<file path="config.mk">
export PLATFORM = sky130hd
export DESIGN_NAME = pwm8_demod
export DESIGN_NICKNAME = d
export VERILOG_FILES = /design/src/rtl/pwm8_demod_pkg.sv /design/src/rtl/pwm8_demod_sync_bit.sv /design/src/rtl/pwm8_demod.sv
export SDC_FILE = /design/constraint.sdc
export NUM_CORES = 1
export LEC_CHECK = 0
export BUFFER_PORTS_ARGS = -buffer_cell sky130_fd_sc_hd__buf_2
export CAP_MARGIN = 20
export CORE_AREA = 2 2 71 56
export CTS_CLUSTER_SIZE = 16
export DETAILED_ROUTE_END_ITERATION = 12
export DIE_AREA = 0 0 73 58
export GPL_TIMING_DRIVEN = 0
export PLACE_DENSITY = 0.74
export SLEW_MARGIN = 0
export SYNTH_ARGS = -nofsm -noshare
export SYNTH_HDL_FRONTEND = slang
export SYNTH_SLANG_ARGS = --single-unit
</file>
<file path="constraint.sdc">
create_clock -name clk -period 4.1 [get_ports clk]
set_input_delay 1.025 -clock clk [delete_from_list [all_inputs] [get_ports clk]]
set_output_delay 1.025 -clock clk [all_outputs]
set_load 0.01 [all_outputs]
</file>
<file path="src/rtl/pwm8_demod_pkg.sv">
// pwm8_demod_pkg
//   Shared definitions for the PWM link receive side.
//   PWM_WIDTH  level width, also used by the PWM DAC transmit side
//   state_t    demodulator FSM state encoding
package pwm8_demod_pkg;

    localparam int PWM_WIDTH = 8;

    typedef enum logic {
        ST_WARMUP  = 1'b0,
        ST_MEASURE = 1'b1
    } state_t;

endpackage

</file>
<file path="src/rtl/pwm8_demod_sync_bit.sv">
// sync_bit
//   Multi-flop synchronizer for one asynchronous bit.
//   clk  in   system clock
//   rst  in   synchronous active-high reset, clears the chain
//   d    in   asynchronous input
//   q    out  synchronized output, STAGES clocks behind d
module sync_bit #(
    parameter int STAGES = 2
) (
    input  logic clk,
    input  logic rst,
    input  logic d,
    output logic q
);

    logic [STAGES-1:0] chain;

    always_ff @(posedge clk) begin
        if (rst) begin
            chain <= '0;
        end else begin
            chain <= {chain[STAGES-2:0], d};
        end
    end

    assign q = chain[STAGES-1];

endmodule

</file>
<file path="src/rtl/pwm8_demod.sv">
// pwm8_demod
//   Recovers a WIDTH-bit level from a 1-bit PWM stream by counting high samples
//   over back-to-back 2^WIDTH-cycle windows. One word is published per window;
//   locked reports that consecutive windows agree within TOL.
//   clk        in   system clock
//   rst        in   synchronous active-high reset
//   sin        in   asynchronous PWM input
//   out_data   out  last recovered level, held between updates
//   out_valid  out  one-cycle strobe when out_data is updated
//   locked     out  level stable within TOL for LOCK_COUNT windows
//
//   state      | meaning
//   ST_WARMUP  | first window after reset, discarded (sync chain filling)
//   ST_MEASURE | every window end publishes a level and updates lock tracking
module pwm8_demod
    import pwm8_demod_pkg::*;
#(
    parameter int WIDTH       = PWM_WIDTH,
    parameter int SYNC_STAGES = 2,
    parameter int LOCK_COUNT  = 2,
    parameter int TOL         = 1
) (
    input  logic             clk,
    input  logic             rst,
    input  logic             sin,
    output logic [WIDTH-1:0] out_data,
    output logic             out_valid,
    output logic             locked
);

    localparam int MW = $clog2(LOCK_COUNT);
    localparam logic [MW-1:0] LOCK_MAX = MW'(LOCK_COUNT - 1);

    logic             s;
    logic [WIDTH-1:0] win_cnt;
    logic [WIDTH:0]   hi_cnt;
    logic [WIDTH:0]   total;
    logic [WIDTH-1:0] level;
    logic [WIDTH:0]   diff;
    logic             in_tol;
    logic             win_last;
    logic [MW-1:0]    match_cnt;
    logic [MW-1:0]    match_next;
    state_t           state;

    sync_bit #(
        .STAGES(SYNC_STAGES)
    ) u_sync (
        .clk(clk),
        .rst(rst),
        .d  (sin),
        .q  (s)
    );

    assign win_last = &win_cnt;

    // Total includes the current sample, so a full-high window reaches 2^WIDTH,
    // which does not fit in WIDTH bits and is clamped to all-ones.
    assign total = hi_cnt + {{WIDTH{1'b0}}, s};
    assign level = total[WIDTH] ? {WIDTH{1'b1}} : total[WIDTH-1:0];

    always_comb begin
        diff = '0;
        if (level >= out_data) begin
            diff = {1'b0, level} - {1'b0, out_data};
        end else begin
            diff = {1'b0, out_data} - {1'b0, level};
        end
    end

    assign in_tol     = (diff <= (WIDTH+1)'(TOL));
    assign match_next = !in_tol ? '0 :
                        (match_cnt == LOCK_MAX) ? match_cnt : match_cnt + 1'b1;

    always_ff @(posedge clk) begin
        if (rst) begin
            win_cnt <= '0;
            hi_cnt  <= '0;
        end else begin
            win_cnt <= win_cnt + 1'b1;
            hi_cnt  <= win_last ? '0 : total;
        end
    end

    always_ff @(posedge clk) begin
        if (rst) begin
            state     <= ST_WARMUP;
            out_data  <= '0;
            out_valid <= 1'b0;
            locked    <= 1'b0;
            match_cnt <= '0;
        end else begin
            out_valid <= 1'b0;
            case (state)
                ST_WARMUP: begin
                    if (win_last) begin
                        state <= ST_MEASURE;
                    end
                end
                ST_MEASURE: begin
                    if (win_last) begin
                        out_data  <= level;
                        out_valid <= 1'b1;
                        match_cnt <= match_next;
                        locked    <= (match_next == LOCK_MAX);
                    end
                end
            endcase
        end
    end

endmodule

</file>
==> out/results.ini, run 1 <==
[run_status]
status = completed

[logic_synthesis]
netlist_instances = 257
async_flop_share_pct = 0
yosysWarnings = 0
avgSynthCellArea_um2 = 7.92
synth_flop_cell = dfxtp_1
synth_fp_nets = 281
synthDistinctLibCells = 45
syn_area_um2 = 2030
ys_ff_latch = 30
yosysSeqAreaShare_pct = 29.5
synth_edf_count = 0

[timing]
finClkSkew_ps = 4.63
tns_ps = 0
finalCriticalPeriod_ps = 3730
hold_viol = 0
drv_slew = 0
post-route-period-util_pct = 91.0
max_freq_mhz = 268
slew_headroom_pct = 66.7
rsz0062_at_grt = no
setup_viol_count_final = 0
tightest_slew_ps = 499

[die]
num_rows = 19
die_w_um = 73
core_region_area_um2 = 3540
dieArea_um2 = 4230
num_io_pins = 13
die_y_um = 58
initial_core_util_pct = 57.4

[route]
ant_nets = 0
drc = 0
drt_first_pass_iters = 4
wirelength_um = 4150
avgViaCountPerCell = 5.48
num_vias = 1749
wl_per_cell_um = 13.0
drtIter0Drc = 100

[final_layout]
drive_gt1_share_pct = 12.6
fill_cells = 316
fin_cells = 319
nNetsFinal = 300
seqCellArea_um2 = 601
n_antenna_cell = 0
area_delta_synth_final_pct = 10.4
multi_input_area_um2 = 1300

[place]
place_inst = 311
numPortBuffers = 12
hpwl_um = 3210
gp_congestion = 0.954

[clock_network]
h-tree-depth = 2
ctsRootBufferMaster = clkbuf_8
clk_latency_ps = 280
clk_pin_slew_worst_paths_ps = 60
cts_buffer_depth = 2
holdBufCountCts = 0
cts_tree = yes
cts_inserted_buffers = 5
cts_sinks = 30

[critical_path]
worstPathArrival_ps = 3920
critPathKind = reg -> reg
crit_path_max_fanout = 9
start_kind = flop
end_kind = flop
required_ps = 4290

[min_path]
min_path_type = reg -> reg

[power]
swShare_pct = 22.6
clkPwrFrac_pct = 40.7
power_mw = 0.583
cell_internal_pwr_mw = 0.451
ir_drop_v = 0.000290
p_leak_nw = 0.967
p_sw_mw = 0.132
seqPwrFrac_pct = 51.2
p_per_area_nw_per_um2 = 259
p_comb_share_pct = 8.1

[global_routing]
grt.total_usage_pct = 22.4
overflow = 0
grt_start_max_net_pins = 11
antenna_found_initial = 0
grt_pass1_vias = 1572
grt_pass1_wl_um = 7300

[job]
maxCapViolations = 0

[layout make-up]
type	instances	share of cell area, %
buffer	10	2.28
clock buffer	7	3.84
clock inverter	1	0.223
inverter	24	4.01
multi-input combinational	193	57.9
sequential	30	26.7
tap	42	2.34
timing repair buffer	12	2.67
[worst paths after layout]
check / from / to / slack (ps) / cells after the start
max: u_sync.chain[1]$_SDFF_PP0_ / match_cnt$_SDFFE_PP0P_ / 370 / 15
min: u_sync.chain[0]$_SDFF_PP0_ / u_sync.chain[1]$_SDFF_PP0_ / 440 / 1
max reg2reg: u_sync.chain[1]$_SDFF_PP0_ / match_cnt$_SDFFE_PP0P_ / 370 / 15
min reg2reg: u_sync.chain[0]$_SDFF_PP0_ / u_sync.chain[1]$_SDFF_PP0_ / 440 / 1
[metal layers]
metal | share of wire [%] | GRT usage [%]
met5 | 0 | 0
met4 | 1.0 | 5.82
met3 | 4.6 | 5.22
met2 | 41 | 31.0
met1 | 53 | 34.6
[cells in the mapped netlist (4+ instances only)]
cell type	instances	area share, %
nor2_1	39	7.2
dfxtp_1	30	30
inv_1	24	4.4
ha_1	19	12
nand2_1	18	3.3
a21oi_1	14	3.4
xnor2_1	12	5.2
a211oi_1	11	4.1
nand3_1	10	2.5
o21ai_0	9	2.2
xor2_1	7	3.0
and2_1	5	1.5
buf_2	5	1.2
nand2b_1	5	1.5
nor2b_1	4	1.2
nor3_1	4	0.98
[kinds of logic after synthesis]
| group | synth area share [%] |
|---|---|
| AO/OA/AOI/OAI | 17.7 |
| adder cells (fa/ha/maj) | 13.7 |
| AND/OR/NAND/NOR | 23.5 |
| flip-flops | 29.5 |
| XOR/XNOR | 8.18 |
| buffers and inverters | 6.95 |
| multiplexers | 0.553 |
[power groups by stage]
stage / registers (mW) / clock network [mW] / logic (mW)
2_1_floorplan: 0.304 / 0 / 0.0349
3_3_place_gp: 0.305 / 0 / 0.0455
3_5_place_dp: 0.305 / 0 / 0.0460
4_1_cts: 0.298 / 0.244 / 0.0462
5_1_grt: 0.299 / 0.263 / 0.0525
6_report: 0.298 / 0.237 / 0.0469
[state kept, by name, indices dropped and copies added, names as in the netlist]
name	cells
u_sync.chain	2
hi_cnt	9
state	1
out_valid	1
win_cnt	8
out_data	8
match_cnt	1
[timing repair]
item	4_1_cts	5_1_grt
endpoints found under the setup margin	0	1
gates resized for setup	0	1
setup buffers	0	0
[stage by stage]
step / instance area (um2) / worst slack, ps / hold slack, ps / util, %
after floorplan: 2030 / 760 / 414 / -
after CTS: 2240 / 192 / 441 / 63.2
after global routing: 2250 / 112 / 464 / 63.4
final: 2250 / 370 / 439 / 63.4
after detailed placement: 2150 / 236 / 429 / 60.6
after global placement: 2150 / 255 / 418 / 60.6
[cells in the final DEF (no fill, tap or decap), types with 2 or more instances in the layout]
cell and count:
a211o_1 2, a211oi_1 11, a21oi_1 14, a31oi_1 2
and2_1 5, and3_1 2, buf_2 17, clkbuf_1 4
clkbuf_8 6, dfxtp_1 30, fa_1 2, ha_1 19
inv_1 24, nand2_1 18, nand2b_1 5, nand3_1 10
nand4_1 2, nor2_1 39, nor2b_1 4, nor3_1 4
o2111ai_1 2, o21ai_0 9, o31ai_1 2, or2_2 3
or3_1 2, xnor2_1 11, xor2_1 7
[critical path: stages, from the launching register on]
cell and delay, ps:
dfxtp_1 320, ha_1 180, ha_1 200, nand3_1 140, nor3_1 280, xnor2_2 240, and2_1 250, inv_1 60
ha_1 210, fa_1 390, nand2b_1 170, a21oi_1 340, a2111o_1 220, o211ai_1 90, o311a_1 310, nor4_2 250
(Power assumes the default switching activity.)
==> run 2, diff against run 1 <==
Settings changed: RECOVER_POWER set to 25.
==> run 2 against run 1 <==
Sequential share of layout area barely moved. First-iteration DRC count shrank 1.0%. Global-route usage is the same. Cell count unchanged. Combinational power is essentially flat. Utilization about the same. Count of clock-buffer cells in the layout unchanged. Clock power is essentially flat. Clock skew about the same. Critical path type unchanged. Critical endpoint unchanged.
==> out/results.ini, run 2 (synthesis results as in run 1) <==
[run_status]
status = completed

[global_routing]
overflow = 0
grt_pass1_vias = 1572
grt_pass1_wl_um = 7300
grt_start_max_net_pins = 11
antenna_found_initial = 0
grt.total_usage_pct = 22.4

[power]
swShare_pct = 22.6
cell_internal_pwr_mw = 0.451
p_sw_mw = 0.132
power_mw = 0.583
p_leak_nw = 0.965
p_comb_share_pct = 8.0
clkPwrFrac_pct = 40.8
ir_drop_v = 0.000290
p_per_area_nw_per_um2 = 260
seqPwrFrac_pct = 51.2

[job]
maxCapViolations = 0

[clock_network]
post_cts_buffers = 0
ctsRootBufferMaster = clkbuf_8
h-tree-depth = 2
cts_buffer_depth = 2
clk_latency_ps = 280
cts_inserted_buffers = 5
cts_tree = yes
clk_pin_slew_worst_paths_ps = 60
cts_sinks = 30

[timing]
hold_viol = 0
setup_viol_count_final = 0
drv_slew = 0
post-route-period-util_pct = 91.0
finalCriticalPeriod_ps = 3730
rsz0062_at_grt = no
max_freq_mhz = 268
tightest_slew_ps = 499
finClkSkew_ps = 4.63
worst_slack_ps = 370
slew_headroom_pct = 66.8
tns_ps = 0

[die]
initial_core_util_pct = 57.4
die_w_um = 73
num_rows = 19
dieArea_um2 = 4230
die_y_um = 58
num_io_pins = 13
core_region_area_um2 = 3540

[place]
place_ws_ps = 236
gp_congestion = 0.954
numPortBuffers = 12
hpwl_um = 3210

[critical_path]
start_kind = flop
critPathKind = reg -> reg
critical-path-top-delay-family = simple AND/OR/NAND/NOR gates
end_kind = flop
cpPeakStageDelay_ps = 390
crit_top_cell = ha_1
crit_slowest_cell = fa_1
crit_path_max_fanout = 9
worstPathArrival_ps = 3920
cp_cell_sequence = ha_1, ha_1, nand3_1, nor3_1, xnor2_2, and2_1, inv_1, ha_1, fa_1, nand2b_1, a21oi_1, a2111o_1, o211ai_1, o311a_1, nor4_2
crit_buf_inv = 1
required_ps = 4290

[final_layout]
multi_input_area_um2 = 1300
largest_register_ffs = 9
top_register = hi_cnt
nNetsFinal = 300
drive_gt1_share_pct = 12.3
fill_cells = 317
layout_common_cells = 39 x nor2_1, 30 x dfxtp_1, 24 x inv_1, 19 x ha_1, 18 x nand2_1
seqCellArea_um2 = 601
mostFrequentLayoutCell = nor2_1
reg.largest.list = hi_cnt x9, out_data x8, win_cnt x8
n_antenna_cell = 0
area_delta_synth_final_pct = 10.3

[route]
avgViaCountPerCell = 5.48
drtIter0Drc = 99
wl_per_cell_um = 13.0
drc = 0
drt_first_pass_iters = 4
num_vias = 1749
ant_nets = 0
wirelength_um = 4150

[min_path]
min_path_type = reg -> reg

==> run 2: layout make-up <==
| cell class | instances | share of cell area (%) |
|---|---|---|
| Buffer | 10 | 2.29 |
| Tap cell | 42 | 2.34 |
| Timing Repair Buffer | 12 | 2.62 |
| Inverter | 24 | 4.01 |
| Sequential cell | 30 | 26.8 |
| Clock inverter | 1 | 0.223 |
| Multi-Input combinational cell | 193 | 57.9 |
| Clock buffer | 7 | 3.85 |
==> run 2: what timing repair did <==
action / CTS / global route
hold endpoints to repair: 0 / 0
hold buffers: 0 / 0
resized for setup: 0 / 1
setup endpoints to repair: 0 / 1
==> run 2: power by group through the flow <==
stage / Combinational (mW) / Clock, mW / Sequential, mW
after global routing: 0.0523 / 0.263 / 0.299
after floorplan: 0.0349 / 0 / 0.304
after CTS: 0.0462 / 0.244 / 0.298
final: 0.0468 / 0.237 / 0.298
after global placement: 0.0455 / 0 / 0.305
after detailed placement: 0.0460 / 0 / 0.305
==> run 2: worst paths after layout <==
| kind | from | to | slack, ps | cells past startpoint |
|---|---|---|---|---|
| min | u_sync.chain[0]$_SDFF_PP0_ | u_sync.chain[1]$_SDFF_PP0_ | 440 | 1 |
| min reg2reg | u_sync.chain[0]$_SDFF_PP0_ | u_sync.chain[1]$_SDFF_PP0_ | 440 | 1 |
| max | u_sync.chain[1]$_SDFF_PP0_ | match_cnt$_SDFFE_PP0P_ | 370 | 15 |
| max reg2reg | u_sync.chain[1]$_SDFF_PP0_ | match_cnt$_SDFFE_PP0P_ | 370 | 15 |
==> run 2: worst register-to-register path, cell delays in order (launching register included) <==
cell and delay (ps):
dfxtp_1 320, ha_1 180, ha_1 200, nand3_1 140
nor3_1 280, xnor2_2 240, and2_1 250, inv_1 60
ha_1 210, fa_1 390, nand2b_1 170, a21oi_1 340
a2111o_1 220, o211ai_1 90, o311a_1 310, nor4_2 250
==> run 2: per-layer routing <==
layer	global-route usage, %	wire length [um]
met1	34.6	2210
met2	31.0	1700
met3	5.22	189
met4	5.82	42
met5	0	0
==> run 2: through the flow <==
step	hold WS, ps	std cells	area (um2)	util [%]
after detailed placement	429	311	2150	60.6
after floorplan	414	257	2030	-
final	439	319	2240	63.4
after CTS	441	319	2240	63.2
after global placement	418	311	2150	60.6
after global routing	464	319	2240	63.4
